### config.mk
export PLATFORM = sky130hd
export DESIGN_NAME = bcd_2_bin
export DESIGN_NICKNAME = d
export VERILOG_FILES = /design/src/rtl/bcd_pkg.sv /design/src/rtl/bcd_digit_adjust.sv /design/src/rtl/bcd_2_bin.sv
export SDC_FILE = /design/constraint.sdc
export NUM_CORES = 1
export LEC_CHECK = 0
export ABC_AREA = 1
export ABC_CLOCK_PERIOD_IN_PS = 1450
export BUFFER_PORTS_ARGS = -buffer_cell sky130_fd_sc_hd__buf_4
export CAP_MARGIN = 20
export CORE_ASPECT_RATIO = 1.1
export CORE_MARGIN = 2
export CORE_UTILIZATION = 50
export DETAILED_ROUTE_END_ITERATION = 7
export PLACE_DENSITY = 0.74
export SETUP_SLACK_MARGIN = 0.02
export SKIP_LAST_GASP = 1
export SLEW_MARGIN = 40
export SYNTH_ARGS = -nofsm -noshare
export SYNTH_HDL_FRONTEND = slang
export SYNTH_SLANG_ARGS = --single-unit
### constraint.sdc
create_clock -name clk -period 1.45 [get_ports clk]
set_clock_uncertainty 0.1 [all_clocks]
set_input_delay 0.435 -clock clk [delete_from_list [all_inputs] [get_ports clk]]
set_output_delay 0.435 -clock clk [all_outputs]
set_load 0.1 [all_outputs]
### src/rtl/bcd_pkg.sv
// Shared constants and state encoding for the BCD <-> binary conversion paths.
// Both directions import this package so digit and word widths stay consistent.
package bcd_pkg;

    localparam int BCD_DIGITS    = 3;
    localparam int BIN_W         = 12;
    localparam int BCD_MAX_DIGIT = 9;
    localparam int DABBLE_ADJ    = 3;
    localparam int DIGIT_W       = 4;
    localparam int ADJ_THRESHOLD = 8;

    typedef logic [1:0] state_t;

    localparam state_t ST_IDLE  = 2'd0;
    localparam state_t ST_SHIFT = 2'd1;
    localparam state_t ST_DONE  = 2'd2;

    function automatic logic digit_valid(input logic [DIGIT_W-1:0] digit);
        return digit <= DIGIT_W'(BCD_MAX_DIGIT);
    endfunction

endpackage

### src/rtl/bcd_digit_adjust.sv
// Reverse double-dabble nibble correction: after each right shift, a BCD
// nibble that reached 8 or more has picked up a borrowed 10/2, so remove 3.
module bcd_digit_adjust
    import bcd_pkg::*;
(
    input  logic [DIGIT_W-1:0] digit,
    output logic [DIGIT_W-1:0] adjusted
);

    assign adjusted = (digit >= DIGIT_W'(ADJ_THRESHOLD)) ? digit - DIGIT_W'(DABBLE_ADJ)
                                                          : digit;

endmodule

### src/rtl/bcd_2_bin.sv
// Sequential three-digit BCD to 12-bit binary converter (reverse double-dabble)
// with a start/busy/done handshake between digit entry and the binary datapath.
module bcd_2_bin
    import bcd_pkg::ST_IDLE;
    import bcd_pkg::ST_SHIFT;
    import bcd_pkg::ST_DONE;
    import bcd_pkg::state_t;
    import bcd_pkg::DIGIT_W;
    import bcd_pkg::digit_valid;
#(
    parameter int NUM_DIGITS = 3,
    parameter int BIN_W      = 12
) (
    input  logic             clk,
    input  logic             rst,
    input  logic             start,
    input  logic [3:0]       huns,
    input  logic [3:0]       tens,
    input  logic [3:0]       ones,
    output logic             busy,
    output logic             done,
    output logic             err,
    output logic [BIN_W-1:0] bin
);

    localparam int SR_W  = NUM_DIGITS * DIGIT_W + BIN_W;
    localparam int CNT_W = $clog2(BIN_W);

    state_t             state;
    logic [CNT_W-1:0]   count;
    logic [SR_W-1:0]    shift_reg;
    logic [SR_W-1:0]    shifted;
    logic [SR_W-1:0]    next_reg;
    logic [DIGIT_W-1:0] adj_nib [NUM_DIGITS];
    logic               all_valid;

    assign all_valid = digit_valid(huns) && digit_valid(tens) && digit_valid(ones);
    assign shifted   = shift_reg >> 1;

    // The BCD nibbles sit above the binary field; each is corrected after the shift.
    for (genvar g = 0; g < NUM_DIGITS; g++) begin : g_adj
        bcd_digit_adjust u_adj (
            .digit    (shifted[BIN_W + DIGIT_W*g +: DIGIT_W]),
            .adjusted (adj_nib[g])
        );
    end

    always_comb begin
        next_reg = shifted;
        for (int i = 0; i < NUM_DIGITS; i++) begin
            next_reg[BIN_W + DIGIT_W*i +: DIGIT_W] = adj_nib[i];
        end
    end

    always_ff @(posedge clk) begin
        if (rst) begin
            state     <= ST_IDLE;
            count     <= '0;
            shift_reg <= '0;
            busy      <= 1'b0;
            done      <= 1'b0;
            err       <= 1'b0;
            bin       <= '0;
        end else begin
            done <= 1'b0;
            case (state)
                ST_IDLE: begin
                    if (start) begin
                        if (!all_valid) begin
                            err   <= 1'b1;
                            bin   <= '0;
                            done  <= 1'b1;
                            state <= ST_DONE;
                        end else begin
                            shift_reg <= {huns, tens, ones, {BIN_W{1'b0}}};
                            count     <= '0;
                            busy      <= 1'b1;
                            state     <= ST_SHIFT;
                        end
                    end
                end
                ST_SHIFT: begin
                    shift_reg <= next_reg;
                    count     <= count + 1'b1;
                    // Last iteration: the binary field of the corrected register is the result.
                    if (count == CNT_W'(BIN_W - 1)) begin
                        bin   <= next_reg[BIN_W-1:0];
                        err   <= 1'b0;
                        busy  <= 1'b0;
                        done  <= 1'b1;
                        state <= ST_DONE;
                    end
                end
                ST_DONE: begin
                    state <= ST_IDLE;
                end
                default: begin
                    state <= ST_IDLE;
                end
            endcase
        end
    end

endmodule

### Yosys cells after proc, flatten, opt, wreduce, memory -nomap -nowiden

Cells that the tools add are included.

| word-level totals | value |
|---|---|
| register bits after elaboration | 45 |
| bits in latches | 0 |
| memory bits (writable) | 0 |
| memory bits (read-only) | 0 |
| input bits | 15 |
| output and inout bits | 15 |
| logic and storage cells | 59 |
| memories | 0 |

| operators by class | value |
|---|---|
| add/sub/neg operators | 4 |
| multiply operators | 0 |
| divide/modulo/power cells | 0 |
| $lt $le $gt $ge | 6 |
| equal/unequal tests | 6 |
| shifts and indexed selects | 0 |
| muxes and demuxes | 28 |
| bitwise logic cells | 0 |
| reductions and logical operators | 8 |

Operator list:

| operator | count |
|---|---|
| 24-bit two-way mux | 2 |
| 24-bit case mux with 2 select lines | 1 |
| 12-bit two-way mux | 3 |
| 12-bit case mux with 2 select lines | 1 |
| 4-bit two-way mux | 5 |
| 4-bit <= comparator (second input constant) | 3 |
| 4-bit greater-or-equal comparator (second input constant) | 2 |
| 1-bit two-way mux | 8 |
| 2-bit != test (second input constant) | 4 |
| 4-bit case mux with 2 select lines | 1 |
| 4-bit AND reduction | 2 |
| 4-bit by 2-bit subtractor with 4-bit output (second input constant) | 2 |
| 2-bit two-way mux | 3 |
| 1-bit case mux with 2 select lines | 3 |
| 4-bit by 1-bit adder with 4-bit output (second input constant) | 1 |
| 4-bit equality test (second input constant) | 1 |
| 3-bit by 4-bit greater-or-equal comparator with 1-bit output (second input constant) | 1 |
| 2-bit case mux with 2 select lines | 1 |
| 3-bit by 2-bit subtractor with 4-bit output (second input constant) | 1 |
| 3-bit AND reduction | 1 |
| 2-bit by 1-bit equality test with 1-bit output (second input constant) | 1 |
| 1-bit logical AND | 2 |
| 2-bit logical NOT | 1 |
| 2-bit AND reduction | 1 |
| 2-bit nonzero test | 1 |

### Logic depth before layout (Yosys ltp)

Gate-level depths: netlist of run 1.

| logic depth | value |
|---|---|
| depth after elaboration | 6 |
| mapped depth | 9 |
| gate-level depth less buffers | 8 |

### By module

Synthesis of run 1 repeated with hierarchy kept, for this count alone.

| unflattened totals | value |
|---|---|
| cell total of the unflattened synthesis | 302 |
| area total of the unflattened synthesis | 2147.1 um2 |

Modules (own cells, without submodules):

| module | instances | cells each | area an instance (um2) | sequential area each (um2) |
|---|---|---|---|---|
| bcd_2_bin | 1 | 254 | 1880.6 | 880.8 |
| bcd_digit_adjust | 3 | 16 | 88.8 | 0.0 |

### Worst setup path before layout of run 1

Ideal clock, no wire load.

| timing | value |
|---|---|
| path kind | input port to flip-flop |
| start | input tens[1] |
| end | register shift_reg[15] |
| library setup time | 0.113 ns |
| data arrival time | 1.288 ns |
| required time | 1.237 ns |
| setup slack | -0.051 ns |
| cell stages on the path | 7 |
| buffers on the path | 1 |
| path through | o21ai_0 > nand3_1 > nand2_1 > nand2_2 > buf_4 > nor2_1 > nor2_1 |

| between the ends | value |
|---|---|
| cells in the longest elaborated chain, start to end | 5 |

RTL lines:

| element | RTL line | text |
|---|---|---|
| from (decl) | bcd_2_bin.sv:18 | `input logic [3:0] tens,` |
| 4-bit <= comparator | bcd_pkg.sv:19 | `return digit <= DIGIT_W'(BCD_MAX_DIGIT);` |
| 1-bit logical AND (2 in series) | bcd_2_bin.sv:37 | `assign all_valid = digit_valid(huns) && digit_valid(tens) && digit_valid(ones);` |
| 2-bit != test (no source line) | n/a |  |
| 3-bit AND reduction (no source line) | n/a |  |
| to (signal assigned) | bcd_2_bin.sv:75 | `shift_reg <= {huns, tens, ones, {BIN_W{1'b0}}};` |
| to (signal assigned) | bcd_2_bin.sv:83 | `shift_reg <= next_reg;` |
| to (decl) | bcd_2_bin.sv:31 | `logic [SR_W-1:0] shift_reg;` |

Every way passes these cells.
A chain may end at the register's enable or synchronous reset.

### Worst setup path in the final report of run 1

| timing | value |
|---|---|
| start | register bin[8] |
| end | output bin[8] |

RTL lines:

| element | RTL line | text |
|---|---|---|
| from (decl) | bcd_2_bin.sv:23 | `output logic [BIN_W-1:0] bin` |
| from (signal assigned) | bcd_2_bin.sv:87 | `bin <= next_reg[BIN_W-1:0];` |

No word-level cell between the ends.

==> results of run 1 <==
==> synthesized netlist by cell type (2+ instances only) <==
master and instances:
sky130_fd_sc_hd__a21boi_0 3, sky130_fd_sc_hd__a21oi_1 43, sky130_fd_sc_hd__buf_1 2, sky130_fd_sc_hd__buf_2 3
sky130_fd_sc_hd__buf_4 3, sky130_fd_sc_hd__clkbuf_1 4, sky130_fd_sc_hd__dfxtp_1 44, sky130_fd_sc_hd__ha_1 5
sky130_fd_sc_hd__inv_1 16, sky130_fd_sc_hd__nand2_1 87, sky130_fd_sc_hd__nand3_1 29, sky130_fd_sc_hd__nand4_1 2
sky130_fd_sc_hd__nor2_1 10, sky130_fd_sc_hd__o21ai_0 8, sky130_fd_sc_hd__o31ai_1 2, sky130_fd_sc_hd__or2_2 3
==> final cells by class <==
type / instances / area, um^2 / share of cell area
multi-input combinational: 198 / 1049 / 0.3849
sequential: 44 / 909.6 / 0.3339
timing repair buffer: 54 / 506.7 / 0.1860
clock buffer: 7 / 96.34 / 0.03537
inverter: 18 / 70.07 / 0.02572
tap: 50 / 62.56 / 0.02297
clock inverter: 1 / 30.03 / 0.01102
==> cell families (layout without fill, tap and decap cells) <==
logic type | after synthesis | count (layout) | share of synthesized area
and+or+nand+nor | 134 | 135 | 0.2899
AOI/OAI and AO/OA | 57 | 57 | 0.1533
DFF | 44 | 44 | 0.4496
buffers and inverters | 31 | 80 | 0.07087
adders and majority gates | 5 | 5 | 0.03193
xor gates and xnor gates | 1 | 1 | 0.004471
==> worst max-delay path by stage <==
stage | from | depth (start not counted) | end
2_1_floorplan | count[0]$_SDFFE_PP0P_ | 9 | bin[0]$_SDFFE_PP0P_
3_3_place_gp | tens[1] | 5 | state[0]$_SDFFE_PP0P_
3_5_place_dp | tens[1] | 5 | busy$_SDFFE_PP0P_
4_1_cts | done$_SDFF_PP0_ | 1 | done
5_1_grt | shift_reg[17]$_SDFFE_PP0P_ | 8 | shift_reg[17]$_SDFFE_PP0P_
6_report | bin[8]$_SDFFE_PP0P_ | 1 | bin[8]
==> stage by stage <==
stage | cells | utilization | setup TNS, ps
floorplan | 272 | - | 0
global placement | 358 | 0.6431 | -4498
detailed placement | 358 | 0.6431 | -5065
CTS | 370 | 0.7027 | 0
global route | 372 | 0.7337 | -59.96
finish | 372 | 0.7337 | 0
==> what timing repair did <==
item | CTS | global route
gates resized for setup | 18 | 32
pin swaps | 4 | 9
setup buffers | 3 | 2
cloned | 1 | 0
setup endpoints to repair | 28 | 45
==> metal layers <==
metal,vias to the layer above,global-route usage
li1,984,-
met3,7,0.03896
met5,-,0
met4,0,0.05797
met1,877,0.2749
met2,38,0.3579
==> power groups by stage <==
stage / combinational [mW] / sequential (mW) / clock [mW]
3_5_place_dp: 0.531 / 1.32 / 0
3_3_place_gp: 0.528 / 1.32 / 0
4_1_cts: 0.568 / 1.30 / 1.03
2_1_floorplan: 0.289 / 1.38 / 0
5_1_grt: 0.662 / 1.31 / 1.10
6_report: 0.606 / 1.30 / 1.02
==> impl_metrics.csv, run 1 <==
group,metric,value,unit
outcome,outcome,"finished, final reports clean",
route,vias,1906,
power,power.leakage,1.134,nW
final_layout,total_of_fill_cells_in_the_finished_design,291,
critical_path,path_class,"reg -> out",
route,route.met2.wl,2.314,mm
sta,whs,299.0,ps
critical_path,worst_ep_arrival_time,870,ps
floorplanning,die_h,69.66,um
final_layout,fin_area,2724,um^2
floorplanning,fp.dieW,63.69,um
route,route.final.wire_length,4.558,mm
cts,clock_tree.root_cell,"sky130_fd_sc_hd__clkbuf_8",
synthesis,post_synth_inst_count,272,
power,power.switching_fraction,0.2784,
route,postRouteAntennaNets,0,
sta,remaining_max_slew_budget_at_the_tightest_pin,0.8046,
synthesis,yosys_warnings,0,
floorplanning,fp.coreArea,3712,um^2
cts,cts_inserted_buffers,5,
sta,period_share,0.9656,
route,maxUsedRoutingLayer,"met4",
synthesis,yosys.area.top_type_share,0.4496,
final_layout,num_antenna_cells,0,
sta,timing.fmax,714.2,MHz
critical_path,crit_family,"flip-flops",
synthesis,synth.net_count,292,
final_layout,finish.net_count,341,
cts,cts-root-to-sink-buffers,2,
power,seqPwrFrac,0.445,
cts,cts.clk_slew.worst_paths,80,ps
sta,layout_setup_ws,49.82,ps
power,report.power.total,2.925,mW
critical_path,critical_path.reg2reg.startpoint,"count[1]$_SDFFE_PP0P_",
synthesis,async_reset_ff_frac,0,
final_layout,area_growth_syn_to_layout,39.02,%
critical_path,reg2reg_depth,8,
synthesis,yosys.cell_types.count,24,
synthesis,number_of_enable_flip_flop_cells_after_synthesis,0,
synthesis,ys.flop_type,"sky130_fd_sc_hd__dfxtp_1",
global_routing,grt_antenna_before_repair,0,
final_layout,largest_register_ff_count,23,
global_routing,grt.overflow.total,0,
global_routing,total_routing_usage_gr,0.2117,
critical_path,worst_path_max_delay_cell,"sky130_fd_sc_hd__dfxtp_2",
route,wl_met3,162,um
cts,postCtsHoldBufs,0,
synthesis,netlist_top_cells_area,"sky130_fd_sc_hd__dfxtp_1 (45%), sky130_fd_sc_hd__nand2_1 (17%), sky130_fd_sc_hd__a21oi_1 (11%)",
synthesis,synth_top_area_cell,"sky130_fd_sc_hd__dfxtp_1",
hold_path,hold_class,"in -> reg",
place,port_buffer_cells,29,
place,hpwlAfterDp,2.869,mm
sta,final.min_clock_period,1400,ps
sta,grt_setup_unrepaired,"yes",
power,power.share.combinational,0.207,
place,placement.setup.worst_slack,-158.3,ps
power,p_int,2.111,mW
place,dpl-instance-area,2387,um^2
place,gp_congestion,0.7323,
synthesis,postSynthAreaPerCell,7.204,um^2
route,m1WireLength,2.011,mm
power,power_frac_clock,0.347,
synthesis,ys_seq_area_frac,0.4496,
route,route.detailed.vias_per_inst,5.124,
route,drt_first_iter_violations,81,
synthesis,yosys_register_bits,44,
hold_path,hp-start,"start",
critical_path,critical_path_peak_fanout,2,
critical_path,critical_path.startpoint_type,"register",
floorplanning,floorplan.die_area,4436,um^2
power,powerDensity,1074,nW/um^2
cts,tritoncts_num_sinks,44,
final_layout,mostFrequentLayoutCell,"sky130_fd_sc_hd__nand2_1",
critical_path,cp_slowest_stage_delay,350,ps
floorplanning,initial_utilization,0.5278,
global_routing,largest_net_degree_at_the_start_of_global_routing,38,
global_routing,grt_pass1_wl,7.534,mm
route,wl_per_cell,12.25,um
floorplanning,pin_count,30,
hold_path,min_delay_worst_endpoint,"err$_SDFFE_PP0P_",
cts,cts.htree.levels,2,
route,drc,0,
synthesis,syn_area,1959,um^2
sta,final_max_slew_viol_count,0,
global_routing,first_global_vias,1676,
critical_path,endpoint_of_the_most_critical_register_to_register_path,"bin[11]$_SDFFE_PP0P_",
sta,hold_violation_count_in_the_final_report,0,
sta,timing.final.setup_violations,0,
floorplanning,placementRows,23,
critical_path,crit_path_end_kind,"primary output",
cts,clk-insertion-delay-late,300,ps
route,detailedRoute.firstPassIterationCount,4,
final_layout,drive_gt1_frac,0.3385,
sta,worst_slew_pin_slew,291.3,ps
job,max_cap_viol_count,0,
critical_path,worst-endpoint-required,920,ps
cts,cts_tree,"done",
power,power.switching,0.8143,mW
critical_path,regToRegSetupSlack,70,ps
critical_path,timing.critical_path.cells,"buf_6",
hold_path,hold_path_depth,3,
critical_path,critical_path_buf_inv_count,1,
power,vdd_ir_drop_max,0.0007327,V
final_layout,leading_cell_types_in_the_layout_fill_and_taps_excluded,"sky130_fd_sc_hd__nand2_1 (79), sky130_fd_sc_hd__a21oi_1 (40), sky130_fd_sc_hd__buf_4 (35)",
Note: power is estimated with default switching activity, not from simulation.
==> inputs of run 2 (changes only) <==
--- a/config.mk
+++ b/config.mk
@@ -6,14 +6,13 @@
 export NUM_CORES = 1
 export LEC_CHECK = 0
 export ABC_AREA = 1
-export ABC_CLOCK_PERIOD_IN_PS = 1450
+export ABC_CLOCK_PERIOD_IN_PS = 1400
 export BUFFER_PORTS_ARGS = -buffer_cell sky130_fd_sc_hd__buf_4
 export CAP_MARGIN = 20
-export CORE_ASPECT_RATIO = 1.1
 export CORE_MARGIN = 2
-export CORE_UTILIZATION = 50
+export CORE_UTILIZATION = 55
 export DETAILED_ROUTE_END_ITERATION = 7
-export PLACE_DENSITY = 0.74
+export PLACE_DENSITY = 0.78
 export SETUP_SLACK_MARGIN = 0.02
 export SKIP_LAST_GASP = 1
 export SLEW_MARGIN = 40
==> constraint.sdc (replaced) <==
create_clock -name clk -period 1.4 [get_ports clk]
set_clock_uncertainty 0.1 [all_clocks]
set_input_delay 0.42 -clock clk [delete_from_list [all_inputs] [get_ports clk]]
set_output_delay 0.42 -clock clk [all_outputs]
set_load 0.1 [all_outputs]
==> run 2 against run 1 <==
  * The run now ends with negative setup slack left
  * Wire length up 43%
  * Core utilization grew 15 points
  * Cell area grew 9.5%
  * Die area shrank 8.6%
  * First-iteration DRC count increased by 130%
  * Critical endpoint is now shift_reg[14]$_SDFFE_PP0P_
  * Sequential share of layout area shrank 2.5 points
  * Critical path type is now reg -> reg
  * Hold slack worse by 66 ps
  * Sequential power up 4%
==> impl_metrics.csv, run 2 (synthesis results as in run 1) <==
group,metric,value,unit
cts,cts-root-to-sink-buffers,2,
floorplanning,fp.coreArea,3390,um^2
global_routing,grt.overflow.total,0,
route,wl_met3,518,um
floorplanning,placementRows,21,
place,port_buffer_cells,29,
cts,cts.htree.levels,2,
cts,cts_inserted_buffers,5,
sta,remaining_max_slew_budget_at_the_tightest_pin,0.8080,
place,hpwlAfterDp,2.858,mm
sta,timing.fmax,666.6,MHz
final_layout,largest_register_ff_count,23,
sta,worst_slew_pin_slew,287.7,ps
place,placement.setup.worst_slack,-206.4,ps
power,powerDensity,1035,nW/um^2
global_routing,grt_antenna_before_repair,0,
power,power.leakage,1.214,nW
critical_path,reg2reg_depth,8,
final_layout,num_antenna_cells,0,
power,vdd_ir_drop_max,0.001398,V
critical_path,worst-endpoint-required,1580,ps
route,drt_first_iter_violations,185,
sta,grt_setup_unrepaired,"yes",
final_layout,area_growth_syn_to_layout,52.23,%
cts,postCtsHoldBufs,0,
critical_path,cp_slowest_stage_delay,360,ps
cts,cts.clk_slew.worst_paths,150,ps
cts,cts_tree,"done",
sta,final_max_slew_viol_count,0,
route,vias,2210,
cts,clock_tree.root_cell,"sky130_fd_sc_hd__clkbuf_4",
critical_path,critical_path_buf_inv_count,1,
final_layout,mostFrequentLayoutCell,"sky130_fd_sc_hd__nand2_1",
route,route.final.wire_length,6.526,mm
final_layout,finalCoreUtilization,0.8800,
final_layout,finish.net_count,349,
critical_path,crit_path_end_kind,"register",
floorplanning,initial_utilization,0.5781,
sta,layout_setup_ws,-100.2,ps
job,max_cap_viol_count,0,
hold_path,hold_class,"in -> reg",
critical_path,path_class,"reg -> reg",
route,route.met2.wl,3.231,mm
final_layout,drive_gt1_frac,0.3951,
critical_path,critical_path_peak_fanout,3,
cts,clk-insertion-delay-late,370,ps
route,detailedRoute.firstPassIterationCount,6,
route,drc,0,
route,wl_per_cell,17.40,um
critical_path,regToRegSetupSlack,-100,ps
critical_path,crit_family,"simple AND/OR/NAND/NOR gates",
cts,tritoncts_num_sinks,44,
floorplanning,die_h,63.69,um
sta,final.min_clock_period,1500,ps
route,m1WireLength,2.454,mm
global_routing,largest_net_degree_at_the_start_of_global_routing,38,
global_routing,grt_pass1_wl,8.845,mm
sta,period_share,1.072,
hold_path,hold_path_depth,3,
critical_path,timing.critical_path.cells,"buf_4 > ha_2 > nor2_1 > nand2_1 > nand3_1 > nand2_1 > nand3_1 > a21oi_1",
floorplanning,fp.dieW,63.69,um
sta,hold_violation_count_in_the_final_report,0,
final_layout,leading_cell_types_in_the_layout_fill_and_taps_excluded,"sky130_fd_sc_hd__nand2_1 (79), sky130_fd_sc_hd__buf_4 (38), sky130_fd_sc_hd__a21oi_1 (37)",
route,route.detailed.vias_per_inst,5.893,
critical_path,crit_cells,8,
floorplanning,floorplan.die_area,4056,um^2
sta,timing.final.setup_violations,30,
place,gp_congestion,0.7999,
critical_path,critical_path.startpoint_type,"register",
route,postRouteAntennaNets,0,
global_routing,first_global_vias,1990,
outcome,violated_checks,"negative setup slack",
floorplanning,pin_count,30,
critical_path,worst_ep_arrival_time,1680,ps
route,maxUsedRoutingLayer,"met4",
critical_path,worst_path_max_delay_cell,"sky130_fd_sc_hd__dfxtp_2",
global_routing,total_routing_usage_gr,0.2805,
outcome,outcome,"complete, but fails checks",
[run 2: cell types whose count changed in the layout (fill, tap and decap cells not counted), moves of 3 or more]
| cell | before | now |
|---|---|---|
| sky130_fd_sc_hd__clkbuf_4 | 0 | 5 |
| sky130_fd_sc_hd__buf_6 | 15 | 5 |
| sky130_fd_sc_hd__clkbuf_8 | 7 | 0 |
| sky130_fd_sc_hd__buf_4 | 35 | 38 |
| sky130_fd_sc_hd__dfxtp_4 | 1 | 5 |
| sky130_fd_sc_hd__a21oi_1 | 40 | 37 |
| sky130_fd_sc_hd__buf_12 | 3 | 19 |
[run 2: power breakdown]
| group | internal [mW] | switching, mW | total [mW] |
|---|---|---|---|
| logic | 0.314 | 0.451 | 0.764 |
| registers | 1.30 | 0.0494 | 1.35 |
| clock network | 0.547 | 0.425 | 0.972 |
| total | 2.16 | 0.925 | 3.09 |
[run 2: final timing paths]
kind | from | end
min | start | err$_SDFFE_PP0P_
max | shift_reg[13]$_SDFFE_PP0P_ | shift_reg[14]$_SDFFE_PP0P_
min reg2reg | shift_reg[23]$_SDFFE_PP0P_ | shift_reg[23]$_SDFFE_PP0P_
max reg2reg | shift_reg[13]$_SDFFE_PP0P_ | shift_reg[14]$_SDFFE_PP0P_
[run 2: repair_timing]
action	in CTS	in global routing
pin swaps	5	19
setup endpoints to repair	32	58
gates cloned	1	0
buffers inserted	4	5
resized for setup	53	49
[run 2: stage by stage]
stage | total power, mW | hold WS, ps | setup TNS [ps] | instance area (um^2) | cells
after global placement | 1.944 | 347.7 | -4717 | 2446 | 358
final | 3.088 | 233.1 | -961.1 | 2983 | 375
after floorplan | 1.738 | 339.2 | 0 | 2012 | 272
after CTS | 2.962 | 194.5 | -459.1 | 2786 | 370
after detailed placement | 1.953 | 350.3 | -6197 | 2446 | 358
after global routing | 3.190 | 237.7 | -2288 | 2983 | 375
[run 2: final cells by class]
cell class	count	area (um^2)
Clock inverter	2	60.06
Sequential cell	44	922.1
Clock buffer	5	37.54
Tap cell	46	57.56
Inverter	18	73.82
Fill cell	163	406.6
Timing Repair Buffer	62	721.9
Multi-Input combinational cell	198	1110
[run 2: worst min-delay path, cell delays in order]
cell and delay [ps]:
sky130_fd_sc_hd__buf_4 120, sky130_fd_sc_hd__nand2_1 70, sky130_fd_sc_hd__a21oi_1 70
[run 2: per-layer routing]
layer / up-vias / global-route usage
li1: 1007 / -
met1: 1020 / 0.3345
met2: 144 / 0.4908
met3: 39 / 0.05714
met4: 0 / 0.1114
met5: - / 0
==> inputs of run 3 (changes only) <==
--- a/config.mk
+++ b/config.mk
@@ -12,6 +12,7 @@
 export CORE_MARGIN = 2
 export CORE_UTILIZATION = 55
 export DETAILED_ROUTE_END_ITERATION = 7
+export MAX_ROUTING_LAYER = met4
 export PLACE_DENSITY = 0.78
 export SETUP_SLACK_MARGIN = 0.02
 export SKIP_LAST_GASP = 1
==> run 3 against run 2 <==
  * The run still ends with negative setup slack left
  * Sequential power about the same
  * Non-clock buffer count stayed put
  * Global-route usage increased by 0.82 points
  * Cell count stayed put
  * Clock power rose by 0.7%
  * Core utilization increased by 0.18 points
  * Hold slack gained 14 ps
  * Cell area increased by 0.21%
  * Die area stayed put
  * First-iteration DRC count grew 79%
  * Fmax is 2.3% higher
  * Sequential share of layout area shrank 0.065 points
  * Critical path type is now reg -> out
  * Critical endpoint is now bin[10]
  * Largest cell class unchanged
==> impl_metrics.csv, run 3 (synthesis results as in run 1) <==
group,metric,value,unit
outcome,outcome,"complete, but fails checks",
outcome,violated_checks,"negative setup slack",
power,powerDensity,1030,nW/um^2
critical_path,path_class,"reg -> out",
final_layout,drive_gt1_frac,0.4012,
cts,cts_inserted_buffers,5,
job,max_cap_viol_count,0,
sta,whs,246.8,ps
place,port_buffer_cells,29,
sta,hold_violation_count_in_the_final_report,0,
critical_path,crit_path_end_kind,"primary output",
sta,layout_setup_ws,-66.04,ps
sta,final.min_clock_period,1466,ps
global_routing,grt_pass1_wl,8.845,mm
critical_path,critical_path_buf_inv_count,1,
cts,tritoncts_num_sinks,44,
floorplanning,fp.coreArea,3390,um^2
floorplanning,die_h,63.69,um
critical_path,crit_cells,1,
hold_path,hold_path_depth,3,
route,drc,0,
place,hpwlAfterDp,2.858,mm
cts,cts_tree,"done",
route,detailedRoute.firstPassIterationCount,8,
floorplanning,fp.dieW,63.69,um
critical_path,timing.critical_path.cells,"buf_12",
power,report.power.total,3.080,mW
critical_path,worst_path_max_delay_cell,"sky130_fd_sc_hd__dfxtp_2",
critical_path,cp_slowest_stage_delay,400,ps
critical_path,critical_path_peak_fanout,2,
sta,timing.final.setup_violations,17,
global_routing,grt_antenna_before_repair,0,
sta,period_share,1.047,
route,wl_per_cell,16.41,um
hold_path,hp-start,"start",
final_layout,total_of_fill_cells_in_the_finished_design,156,
sta,remaining_max_slew_budget_at_the_tightest_pin,0.8120,
cts,clock_tree.root_cell,"sky130_fd_sc_hd__clkbuf_4",
place,gp_congestion,0.8114,
global_routing,total_routing_usage_gr,0.2888,
floorplanning,floorplan.die_area,4056,um^2
final_layout,num_antenna_cells,0,
route,route.final.wire_length,6.152,mm
cts,cts.htree.levels,2,
sta,worst_slew_pin_slew,281.6,ps
floorplanning,pin_count,30,
cts,cts.clk_slew.worst_paths,140,ps
route,route.detailed.vias_per_inst,5.803,
critical_path,reg2reg_depth,8,
critical_path,endpoint_of_the_most_critical_register_to_register_path,"bin[5]$_SDFFE_PP0P_",
sta,timing.fmax,682.1,MHz
hold_path,hold_class,"in -> reg",
power,power.leakage,1.214,nW
final_layout,largest_register_ff_count,23,
final_layout,leading_cell_types_in_the_layout_fill_and_taps_excluded,"sky130_fd_sc_hd__nand2_1 (79), sky130_fd_sc_hd__buf_4 (37), sky130_fd_sc_hd__a21oi_1 (35)",
global_routing,largest_net_degree_at_the_start_of_global_routing,38,
route,drt_first_iter_violations,331,
critical_path,crit_family,"flip-flops",
critical_path,critical_path.startpoint_type,"register",
critical_path,worst-endpoint-required,880,ps
critical_path,regToRegSetupSlack,-30,ps
cts,clk-insertion-delay-late,370,ps
floorplanning,initial_utilization,0.5781,
global_routing,grt.overflow.total,0,
sta,grt_setup_unrepaired,"yes",
floorplanning,placementRows,21,
route,postRouteAntennaNets,0,
critical_path,critical_path.reg2reg.startpoint,"state[0]$_SDFFE_PP0P_",
sta,final_max_slew_viol_count,0,
final_layout,area_growth_syn_to_layout,52.55,%
hold_path,min_delay_worst_endpoint,"err$_SDFFE_PP0P_",
final_layout,mostFrequentLayoutCell,"sky130_fd_sc_hd__nand2_1",
cts,cts-root-to-sink-buffers,2,
critical_path,worst_ep_arrival_time,950,ps
global_routing,first_global_vias,1986,
power,vdd_ir_drop_max,0.001406,V
route,vias,2176,
final_layout,finish.net_count,349,
## run 3: changes by cell type in the layout (fill, tap and decap cells not counted)
cell	change
sky130_fd_sc_hd__a21oi_1	-2
sky130_fd_sc_hd__a21oi_2	+2
sky130_fd_sc_hd__buf_4	-1
sky130_fd_sc_hd__buf_6	+1
sky130_fd_sc_hd__nand2_2	+1
sky130_fd_sc_hd__nand2_4	-1
## run 3: power by group
part / total (mW) / internal, mW / leakage, nW / switching, mW
Combinational: 0.750 / 0.314 / 0.793 / 0.437
Sequential: 1.35 / 1.30 / 0.369 / 0.0477
Clock: 0.979 / 0.547 / 0.0513 / 0.432
## run 3: repair_timing
item | in CTS | in global routing
cloned | 1 | 0
pin swaps | 5 | 20
resized for setup | 53 | 51
setup endpoints to repair | 32 | 58
hold buffers | 0 | 0
endpoints found under the hold margin | 0 | 0
setup buffers | 4 | 5
## run 3: how the worst max path moves through the flow
stage,slack (ps),startpoint,endpoint
2_1_floorplan,30,ones[2],shift_reg[15]$_SDFFE_PP0P_
3_3_place_gp,-190,huns[1],busy$_SDFFE_PP0P_
3_5_place_dp,-210,huns[1],shift_reg[19]$_SDFFE_PP0P_
4_1_cts,-50,busy$_SDFFE_PP0P_,busy
5_1_grt,-80,bin[10]$_SDFFE_PP0P_,bin[10]
6_report,-70,bin[10]$_SDFFE_PP0P_,bin[10]
## run 3: metal layers
layer | track usage | part of all wire | vias to the layer above
li1 | - | - | 1007
met1 | 0.3401 | 0.39 | 1029
met2 | 0.4855 | 0.51 | 117
met3 | 0.05714 | 0.068 | 23
met4 | 0.1114 | 0.032 | 0
met5 | - | 0 | -
## run 3: layout make-up
class                      instances  area [um^2]  area share
multi-input combinational        198         1112      0.3721
sequential                        44        922.1      0.3085
inverter                          18        73.82     0.02470
clock buffer                       5        37.54     0.01256
clock inverter                     2        60.06     0.02009
tap                               46        57.56     0.01925
timing repair buffer              62        725.7      0.2428
## run 3: through the flow
step / area (um^2) / setup slack (ps) / util / TNS, ps / cells
2_1_floorplan: 2012 / 25.70 / - / 0 / 272
3_3_place_gp: 2446 / -186.3 / 0.7217 / -4717 / 358
3_5_place_dp: 2446 / -206.4 / 0.7217 / -6197 / 358
4_1_cts: 2786 / -48.86 / 0.8221 / -459.1 / 370
5_1_grt: 2989 / -84.27 / 0.8819 / -1540 / 375
6_report: 2989 / -66.04 / 0.8819 / -648.1 / 375
